**src/rtl/sequenced_datapath.sv**
```systemverilog
// sequenced_datapath
// A small multi-cycle datapath: a general-purpose register file, an
// accumulator-style operand register Y, a double-width result register Z and
// a HI/LO pair for multiply results, all moved over one internal bus under
// control of a five-state sequencer (IDLE -> LOADY -> CALC -> WB -> DONE).
//
// Ports
//   clk, clr            clock; synchronous active-high clear
//   start, op           request one operation (accepted in IDLE only), op code
//   ra, rb, rc          destination, first and second operand register addresses
//   ld_en/addr/data     external register-file write port (honoured in IDLE only)
//   rd_addr, rd_data    combinational register-file read port
//   busy, done, err     sequencer status; done/err are one-cycle pulses
//   hi_out, lo_out,
//   y_out, bus_out      internal values exported for observation
module sequenced_datapath #(
  parameter  int WIDTH = 32,
  parameter  int NREGS = 16,
  localparam int AW    = $clog2(NREGS)
) (
  input  logic             clk,
  input  logic             clr,
  input  logic             start,
  input  logic [3:0]       op,
  input  logic [AW-1:0]    ra,
  input  logic [AW-1:0]    rb,
  input  logic [AW-1:0]    rc,
  input  logic             ld_en,
  input  logic [AW-1:0]    ld_addr,
  input  logic [WIDTH-1:0] ld_data,
  input  logic [AW-1:0]    rd_addr,
  output logic [WIDTH-1:0] rd_data,
  output logic             busy,
  output logic             done,
  output logic             err,
  output logic [WIDTH-1:0] hi_out,
  output logic [WIDTH-1:0] lo_out,
  output logic [WIDTH-1:0] y_out,
  output logic [WIDTH-1:0] bus_out
);

  localparam int SW = $clog2(WIDTH);

  localparam logic [3:0] OP_ADD  = 4'd0;
  localparam logic [3:0] OP_SUB  = 4'd1;
  localparam logic [3:0] OP_AND  = 4'd2;
  localparam logic [3:0] OP_OR   = 4'd3;
  localparam logic [3:0] OP_SHR  = 4'd4;
  localparam logic [3:0] OP_SHRA = 4'd5;
  localparam logic [3:0] OP_SHL  = 4'd6;
  localparam logic [3:0] OP_ROR  = 4'd7;
  localparam logic [3:0] OP_ROL  = 4'd8;
  localparam logic [3:0] OP_NEG  = 4'd9;
  localparam logic [3:0] OP_NOT  = 4'd10;
  localparam logic [3:0] OP_MUL  = 4'd11;

  typedef enum logic [2:0] {S_IDLE, S_LOADY, S_CALC, S_WB, S_DONE} state_e;

  state_e state_q, state_d;

  logic [WIDTH-1:0]   regs_q [NREGS];
  logic [WIDTH-1:0]   y_q, hi_q, lo_q;
  logic [2*WIDTH-1:0] z_q;
  logic [3:0]         op_q;
  logic [AW-1:0]      ra_q, rb_q, rc_q;

  logic [WIDTH-1:0]   bus;
  logic [2*WIDTH-1:0] alu_res;
  logic               latch_en, ld_we, y_we, z_we, gpr_we, hilo_we;
  logic               legal, is_mul;

  assign legal  = (op_q < 4'd12);
  assign is_mul = (op_q == OP_MUL);

  // ---------------- sequencer: state register ----------------
  // NOTE: sequential state always uses non-blocking (<=) so every register
  // samples pre-edge values regardless of process ordering.
  always_ff @(posedge clk) begin
    if (clr) state_q <= S_IDLE;
    else     state_q <= state_d;
  end

  // ---------------- sequencer: next state ----------------
  // NOTE: every combinational output gets a default first, so no path leaves
  // a signal unassigned and no latch is inferred.
  always_comb begin
    state_d = state_q;
    unique case (state_q)
      S_IDLE:  if (start) state_d = S_LOADY;
      S_LOADY: state_d = S_CALC;
      S_CALC:  state_d = S_WB;
      S_WB:    state_d = S_DONE;
      S_DONE:  state_d = S_IDLE;
      default: state_d = S_IDLE;
    endcase
  end

  // ---------------- sequencer: outputs and bus steering ----------------
  always_comb begin
    busy     = 1'b1;
    done     = 1'b0;
    err      = 1'b0;
    bus      = '0;
    latch_en = 1'b0;
    ld_we    = 1'b0;
    y_we     = 1'b0;
    z_we     = 1'b0;
    gpr_we   = 1'b0;
    hilo_we  = 1'b0;
    unique case (state_q)
      S_IDLE: begin
        busy     = 1'b0;
        latch_en = start;
        ld_we    = ld_en;
      end
      S_LOADY: begin
        bus  = regs_q[rb_q];
        y_we = 1'b1;
      end
      S_CALC: begin
        bus  = regs_q[rc_q];
        z_we = 1'b1;
      end
      S_WB: begin
        bus     = z_q[WIDTH-1:0];
        gpr_we  = legal && !is_mul;
        hilo_we = legal && is_mul;
      end
      S_DONE: begin
        done = 1'b1;
        err  = !legal;
      end
      default: busy = 1'b0;
    endcase
  end

  // ---------------- ALU: A = Y, B = bus ----------------
  always_comb begin
    logic [SW-1:0]    shamt;
    logic [WIDTH-1:0] res;
    shamt   = bus[SW-1:0];
    res     = '0;
    alu_res = '0;
    unique case (op_q)
      OP_ADD:  res = y_q + bus;
      OP_SUB:  res = y_q - bus;
      OP_AND:  res = y_q & bus;
      OP_OR:   res = y_q | bus;
      OP_SHR:  res = y_q >> shamt;
      OP_SHRA: res = $signed(y_q) >>> shamt;
      OP_SHL:  res = y_q << shamt;
      // A shift by WIDTH yields zero, so a rotate by 0 degenerates cleanly.
      OP_ROR:  res = (y_q >> shamt) | (y_q << (WIDTH - int'(shamt)));
      OP_ROL:  res = (y_q << shamt) | (y_q >> (WIDTH - int'(shamt)));
      OP_NEG:  res = '0 - bus;
      OP_NOT:  res = ~bus;
      default: res = '0;
    endcase
    if (is_mul)
      // Sign-extended operands make the modulo-2^(2W) product the signed one.
      alu_res = {{WIDTH{y_q[WIDTH-1]}}, y_q} * {{WIDTH{bus[WIDTH-1]}}, bus};
    else
      alu_res = {{WIDTH{1'b0}}, res};
  end

  // ---------------- datapath registers ----------------
  // NOTE: the register file is cleared by reset, which forces flops rather
  // than a RAM macro; that is intended for a file this small.
  always_ff @(posedge clk) begin
    if (clr) begin
      for (int i = 0; i < NREGS; i++) regs_q[i] <= '0;
      y_q  <= '0;
      z_q  <= '0;
      hi_q <= '0;
      lo_q <= '0;
      op_q <= '0;
      ra_q <= '0;
      rb_q <= '0;
      rc_q <= '0;
    end else begin
      if (latch_en) begin
        op_q <= op;
        ra_q <= ra;
        rb_q <= rb;
        rc_q <= rc;
      end
      // Load and WB write never coincide: one is IDLE-only, the other WB-only.
      if (ld_we)  regs_q[ld_addr] <= ld_data;
      if (gpr_we) regs_q[ra_q]    <= bus;
      if (y_we)   y_q <= bus;
      if (z_we)   z_q <= alu_res;
      if (hilo_we) begin
        hi_q <= z_q[2*WIDTH-1:WIDTH];
        lo_q <= z_q[WIDTH-1:0];
      end
    end
  end

  assign rd_data = regs_q[rd_addr];
  assign hi_out  = hi_q;
  assign lo_out  = lo_q;
  assign y_out   = y_q;
  assign bus_out = bus;

endmodule

```
**config.mk**
```make
export PLATFORM = sky130hd
export DESIGN_NAME = sequenced_datapath
export DESIGN_NICKNAME = d
export VERILOG_FILES = /design/src/rtl/sequenced_datapath.sv
export SDC_FILE = /design/constraint.sdc
export NUM_CORES = 2
export LEC_CHECK = 0
export ABC_AREA = 0
export BUFFER_PORTS_ARGS = -buffer_cell sky130_fd_sc_hd__buf_2
export CORE_UTILIZATION = 35
export CTS_CLUSTER_SIZE = 30
export DETAILED_ROUTE_END_ITERATION = 12
export GPL_TIMING_DRIVEN = 0
export SETUP_SLACK_MARGIN = 0.2
export SYNTH_ARGS = -nofsm -noshare
export SYNTH_HDL_FRONTEND = slang
export SYNTH_SLANG_ARGS = --single-unit
export TNS_END_PERCENT = 20
```
**constraint.sdc**
```tcl
create_clock -name clk -period 14.5 [get_ports clk]
set_clock_uncertainty 0.1 [all_clocks]
set_input_delay 1.45 -clock clk [delete_from_list [all_inputs] [get_ports clk]]
set_output_delay 1.45 -clock clk [all_outputs]
set_load 0.03 [all_outputs]
```
; Yosys cells after proc, flatten, opt, wreduce, memory -nomap -nowiden
; Memory sizes are Yosys's and may differ from the RTL's. A register that Yosys moved wholly into a read port is not among the register bits.
; Cells that the tools add are included.
; W data, S select, Z words.
[totals]
memories = 1
elab_cells = 83
latch_bits = 0
romBits = 0
ram_bits = 512
output_inout_bits = 163
register_bits = 179
[op_classes]
n_mux = 32
n_reduce_logical = 9
n_bitwise = 5
div_mod_pow = 0
eq_ne = 16
add_sub_neg = 4
multipliers = 1
shifts = 5
n_lt_le_gt_ge = 1
[mem_list]
columns = name, words, width, rd, rd_clocked_by_memory_dff, wr, line
row1 = regs_q, 16, 32, 3, 2, 16, 61  ; logic [WIDTH-1:0] regs_q [NREGS];
[ops]
columns = operator, count
row1 = $pmux W32 S11, 1
row2 = $or A32 B32 Y32, 3
row3 = $pmux W32 S3, 1
row4 = $mul A32 B32 Y64, 1
row5 = $mux W32, 2
row6 = $mux W64, 1
row7 = $reduce_or A32 Y1, 2
row8 = $add A32 B32 Y32, 1
row9 = $and A32 B32 Y32, 1
row10 = $not A32 Y32, 1
row11 = $shl A32 B32 Y32, 1
row12 = $shl A32 B5 Y32, 1
row13 = $shr A32 B32 Y32, 1
row14 = $shr A32 B5 Y32, 1
row15 = $sshr A32 B5 Y32, 1
row16 = $sub A1 B32 Y32 const A, 1
row17 = $sub A32 B32 Y32, 1
row18 = $mux W4, 6
row19 = $mux W1, 19
row20 = $eq A4 B3 Y1 const B, 4
row21 = $eq A4 B4 Y1 const B, 4
row22 = $pmux W3 S4, 1
row23 = $eq A4 B2 Y1 const B, 2
row24 = $sub A6 B5 Y7 const A, 1
row25 = other kinds (12), 15

; Logic depth before layout (Yosys ltp)
[logic_depth]
depth_word = 9
ltp_mapped = 44
depth_no_buf = 35

; Worst setup path after synthesis
; OpenSTA, ideal clock, no wires.
[synth_path]
kind = register -> register
from = register (tool-made name)
to = register z_q[59]
stages_incl_launch_ff = 39
path_slack_ns = 4.039
t_arrival_ns = 10.270
t_required_ns = 14.309
period_less_slack_ns = 10.461
setup_ns = 0.091
path_buffers = 7
path_cell_list = dfxtp_1 -> buf_6 -> buf_6 -> buf_6 -> buf_2 -> buf_2 -> mux4_2 -> mux4_2 -> mux2_2 -> nand2_1 -> a21oi_1 -> buf_2 -> buf_1 -> ha_1 -> fa_1 -> fa_1 -> fa_1 -> inv_1 -> (+3 left out) -> inv_1 -> fa_1 -> inv_1 -> fa_1 -> fa_1 -> ha_1 -> a21oi_1 -> o21ai_0 -> a21oi_1 -> a31oi_1 -> o41ai_1 -> o31a_1 -> o31ai_1 -> a31o_2 -> a41oi_1 -> nor3_1 -> or3_1 -> a311oi_1
[synth_lines]
columns = item, line
row1 = "end signal, assigned", 191  ; if (z_we) z_q <= alu_res;
row2 = "end, declared", 63  ; logic [2*WIDTH-1:0] z_q;

==> impl_results.md <==
* Status: finished, violations left
* Violated checks: capacitance limit, slew limit
* Setup WS pre-CTS at -1054 ps
* Power per standard cell area at 96.62 nW/um^2
* Worst Reg2Reg Path Length in Cells at 41
* Hold_ws at 342.5 ps
* Arrival time of the worst setup path at 14980 ps
* Global-route wire length before repair at 668200 um
* Class of the most critical setup path: flip-flop to flip-flop
* Placed Cells incl. Taps at 11970
* Routed wire length per instance at 41.44 um
* Detail Route Antenna Nets at 0
* Insertion delay to the later sink of the worst-skew pair at 760 ps
* Share of synthesized registers carrying an async set or reset at 0
* Reported leakage power at 0.03823 uW
* Length of the first detailed-routing pass in iterations at 8
* Total cell area at the placement stage at 90030 sq um
* Setup-failing EPs final at 0
* DIE HEIGHT at 492.4 um
* Die Footprint at 242500 sq um
* Final Critical Period at 14480 ps
* Slew at the pin with the worst max-slew slack at 1631 ps
* Clock tree from TritonCTS: yes
* Total wire length after detailed routing at 504100 um
* Critical path required time at 15010 ps
* Final Instance Area at 92950 sq um
* Part of the cycle the worst path needs at 0.9984
* Share of layout cells above drive strength 1 at 0.1343
* GRT Resource Usage Total at 0.4115
* Hpwl dp at 400100 um
* Post-synth design cell area at 84180 sq um
* Gate count after technology mapping at 8550
* Count of buffers inserted at the top-level ports at 219
* Maximum net fanout on the critical path at 11
* Overflow left after global routing at 0
* Clock sinks at 699
* Cell type contributing the most total cell area after synthesis: fa_1
* Launching element type of the critical path: flip-flop
* Endpoint of the most critical setup path: z_q[62]
* Via count at 77030
* Sequential fraction of the synthesis area at 0.2271
* Number of design rule violations left after detail routing at 0
* Post-route setup slack at 22.56 ps
* Worst reg-to-reg setup slack at 20 ps
* Width of the die at 492.4 um
* Pin count of the biggest net entering global routing at 33
* Number of buffers inserted by hold repair at cts at 0
* Most instantiated cells after synthesis: nor2_1 (1297), fa_1 (1084), inv_1 (1077), nand2_1 (1032), edfxtp_1 (512)
* Crit. End Element: flip-flop
* Max-slew violations at 125
* Master of the slowest instance on the critical path: a2111oi_1
* Syn nets at 9976
* Max-Cap Viols at 16
* Most frequently used cell type in the post-synthesis netlist: nor2_1
* I/O pins at 223
* Largest stage delay on the critical path at 630 ps
* Starting utilization of the core area at 0.3529
* Area share of the leading cell type in the synthesized netlist at 0.2578
* Post-synthesis area per instance at 9.846 sq um
* Cell types occupying the most area after synthesis: fa_1 (26%), edfxtp_1 (18%), mux4_2 (13%)
* Total number of H-tree levels at 3
* Floorplan row count at 179
* Type of the tightest min-delay check: flip-flop to flip-flop
* Leading register cell type out of synthesis: edfxtp_1
* Final-stage net count at 10310
* Worst-case headroom to the max-slew limit at -0.08726
* Ys Warns at 0
* Timing-limited maximum frequency at 69.07 MHz
* Number of violations reported at the end of detailed-routing iteration 0 at 11330
* CORE AREA at 238500 sq um
* Destination of the worst register-to-register timing path: z_q[62]
* Via-to-Cell Ratio at 6.332
* Gp weighted congestion at 1.105
* Final count of hold timing violations at 0
* Clock Tree Buf Depth at 3
* Clock-pin slew on the worst setup and hold paths at 60 ps
* Post-synthesis to final-layout area growth at 10.41%
* Unique cell type count in the Yosys netlist at 107
* Number of fill cells at 23920
* Flip-flop and latch count after synthesis at 699
* Via count of the first global-routing pass at 76000
* Root Driver: clkbuf_16
* Number of enable flip-flop cells after synthesis at 512
* HP Start: z_q[63]
* Total clock buffers created by CTS at 81
* Critical path's most frequent cell: fa_1
* Non-Filler Instances at 12160
* Antenna violations before repair at 54
* Peak supply drop at 95.74 uV
* Unrepaired setup endpoints after global routing: yes
logic make-up after synthesis:
family	count (synthesis)	synth area share
AO/OA/AOI/OAI	1259	0.09594
XOR/XNOR	116	0.01238
adder cells (fa/ha/maj)	1366	0.2997
buffers and inverters	1739	0.08211
flip-flops	699	0.2271
multiplexers	682	0.1524
AND/OR/NAND/NOR	2689	0.1303
area by class of cell:
type	instances	area, sq um	share of cell area
tap	3167	3963	0.04263
buffer	638	2829	0.03044
antenna	49	122.6	0.001319
clock inverter	45	608.1	0.006542
multi-input combinational	6112	58500	0.6294
timing repair buffer	256	1569	0.01688
clock buffer	99	2106	0.02266
inverter	1099	4128	0.04441
sequential	699	19120	0.2057
per-layer routing:
metal | routed length (um) | GRT usage | share of wire | vias to the layer above
met5 | 191 | 0 | 0.00038 | -
met4 | 48310 | 0.3232 | 0.096 | 24
met3 | 59440 | 0.1223 | 0.12 | 1699
met2 | 215600 | 0.6149 | 0.43 | 6220
met1 | 180500 | 0.4965 | 0.36 | 39550
li1 | - | - | - | 29540
registers in the layout, summed over array words and instances (netlist names), named ones only:
| name | cells |
|---|---|
| state_q | 3 |
| lo_out | 32 |
| op_q | 4 |
| z_q | 64 |
| rb_q | 4 |
| ra_q | 4 |
| rc_q | 4 |
| y_out | 32 |
| hi_out | 32 |
| regs_q | 512 |
power breakdown:
group / switching (uW) / internal [uW]
sequential: 124 / 2230
clock: 997 / 1210
combinational: 3190 / 1230
total: 4310 / 4670
worst min path at each step:
| stage | to | slack (ps) | depth (start not counted) |
|---|---|---|---|
| finish | hi_out[31] | 340 | 2 |
| global route | flip-flop | 360 | 2 |
| CTS | hi_out[31] | 340 | 2 |
| detailed placement | lo_out[4] | 340 | 2 |
| global placement | hi_out[31] | 340 | 2 |
| floorplan | z_q[32] | 320 | 2 |
cells in the final DEF (no fill, tap or decap), types with 30 or more instances in the layout:
cell       count
nor2_1      1290
fa_1        1083
inv_1       1077
nand2_1     1032
edfxtp_1     512
mux4_2       473
clkbuf_1     412
a21oi_1      363
buf_2        333
ha_1         282
o21ai_0      268
dfxtp_1      187
mux2i_1      161
clkbuf_16     81
a21o_1        79
nand3_1       74
xnor2_1       70
nor3_1        67
a211oi_1      58
diode_2       49
buf_1         48
a22oi_1       45
mux2_2        44
xor2_1        44
o211ai_1      43
o22ai_1       43
a31oi_1       41
buf_4         40
clkbuf_2      32
o221ai_1      30
what timing repair did:
| item | CTS | global route |
|---|---|---|
| gates resized for setup | 20 | 10 |
| setup endpoints to repair | 42 | 18 |
| setup buffers | 0 | 0 |
| pin swaps | 0 | 0 |
stage by stage:
stage | TNS (ps) | util | total power [uW]
3_3_place_gp | -110910 | 0.3741 | 6566
5_1_grt | 0 | 0.3892 | 9108
2_1_floorplan | 0 | - | 4628
4_1_cts | 0 | 0.3890 | 8760
3_5_place_dp | -15870 | 0.3774 | 6590
6_report | 0 | 0.3897 | 8980
critical path: cells and delay by family (launching register included):
family	cells	cell delay [ps]
compound gates	11	3490
flops	1	480
buf+inv	14	4130
fa+ha+maj	9	4280
simple gates	3	280
xor+xnor	1	210
mux	3	1300
No activity file was read; power rests on OpenSTA's default activity.
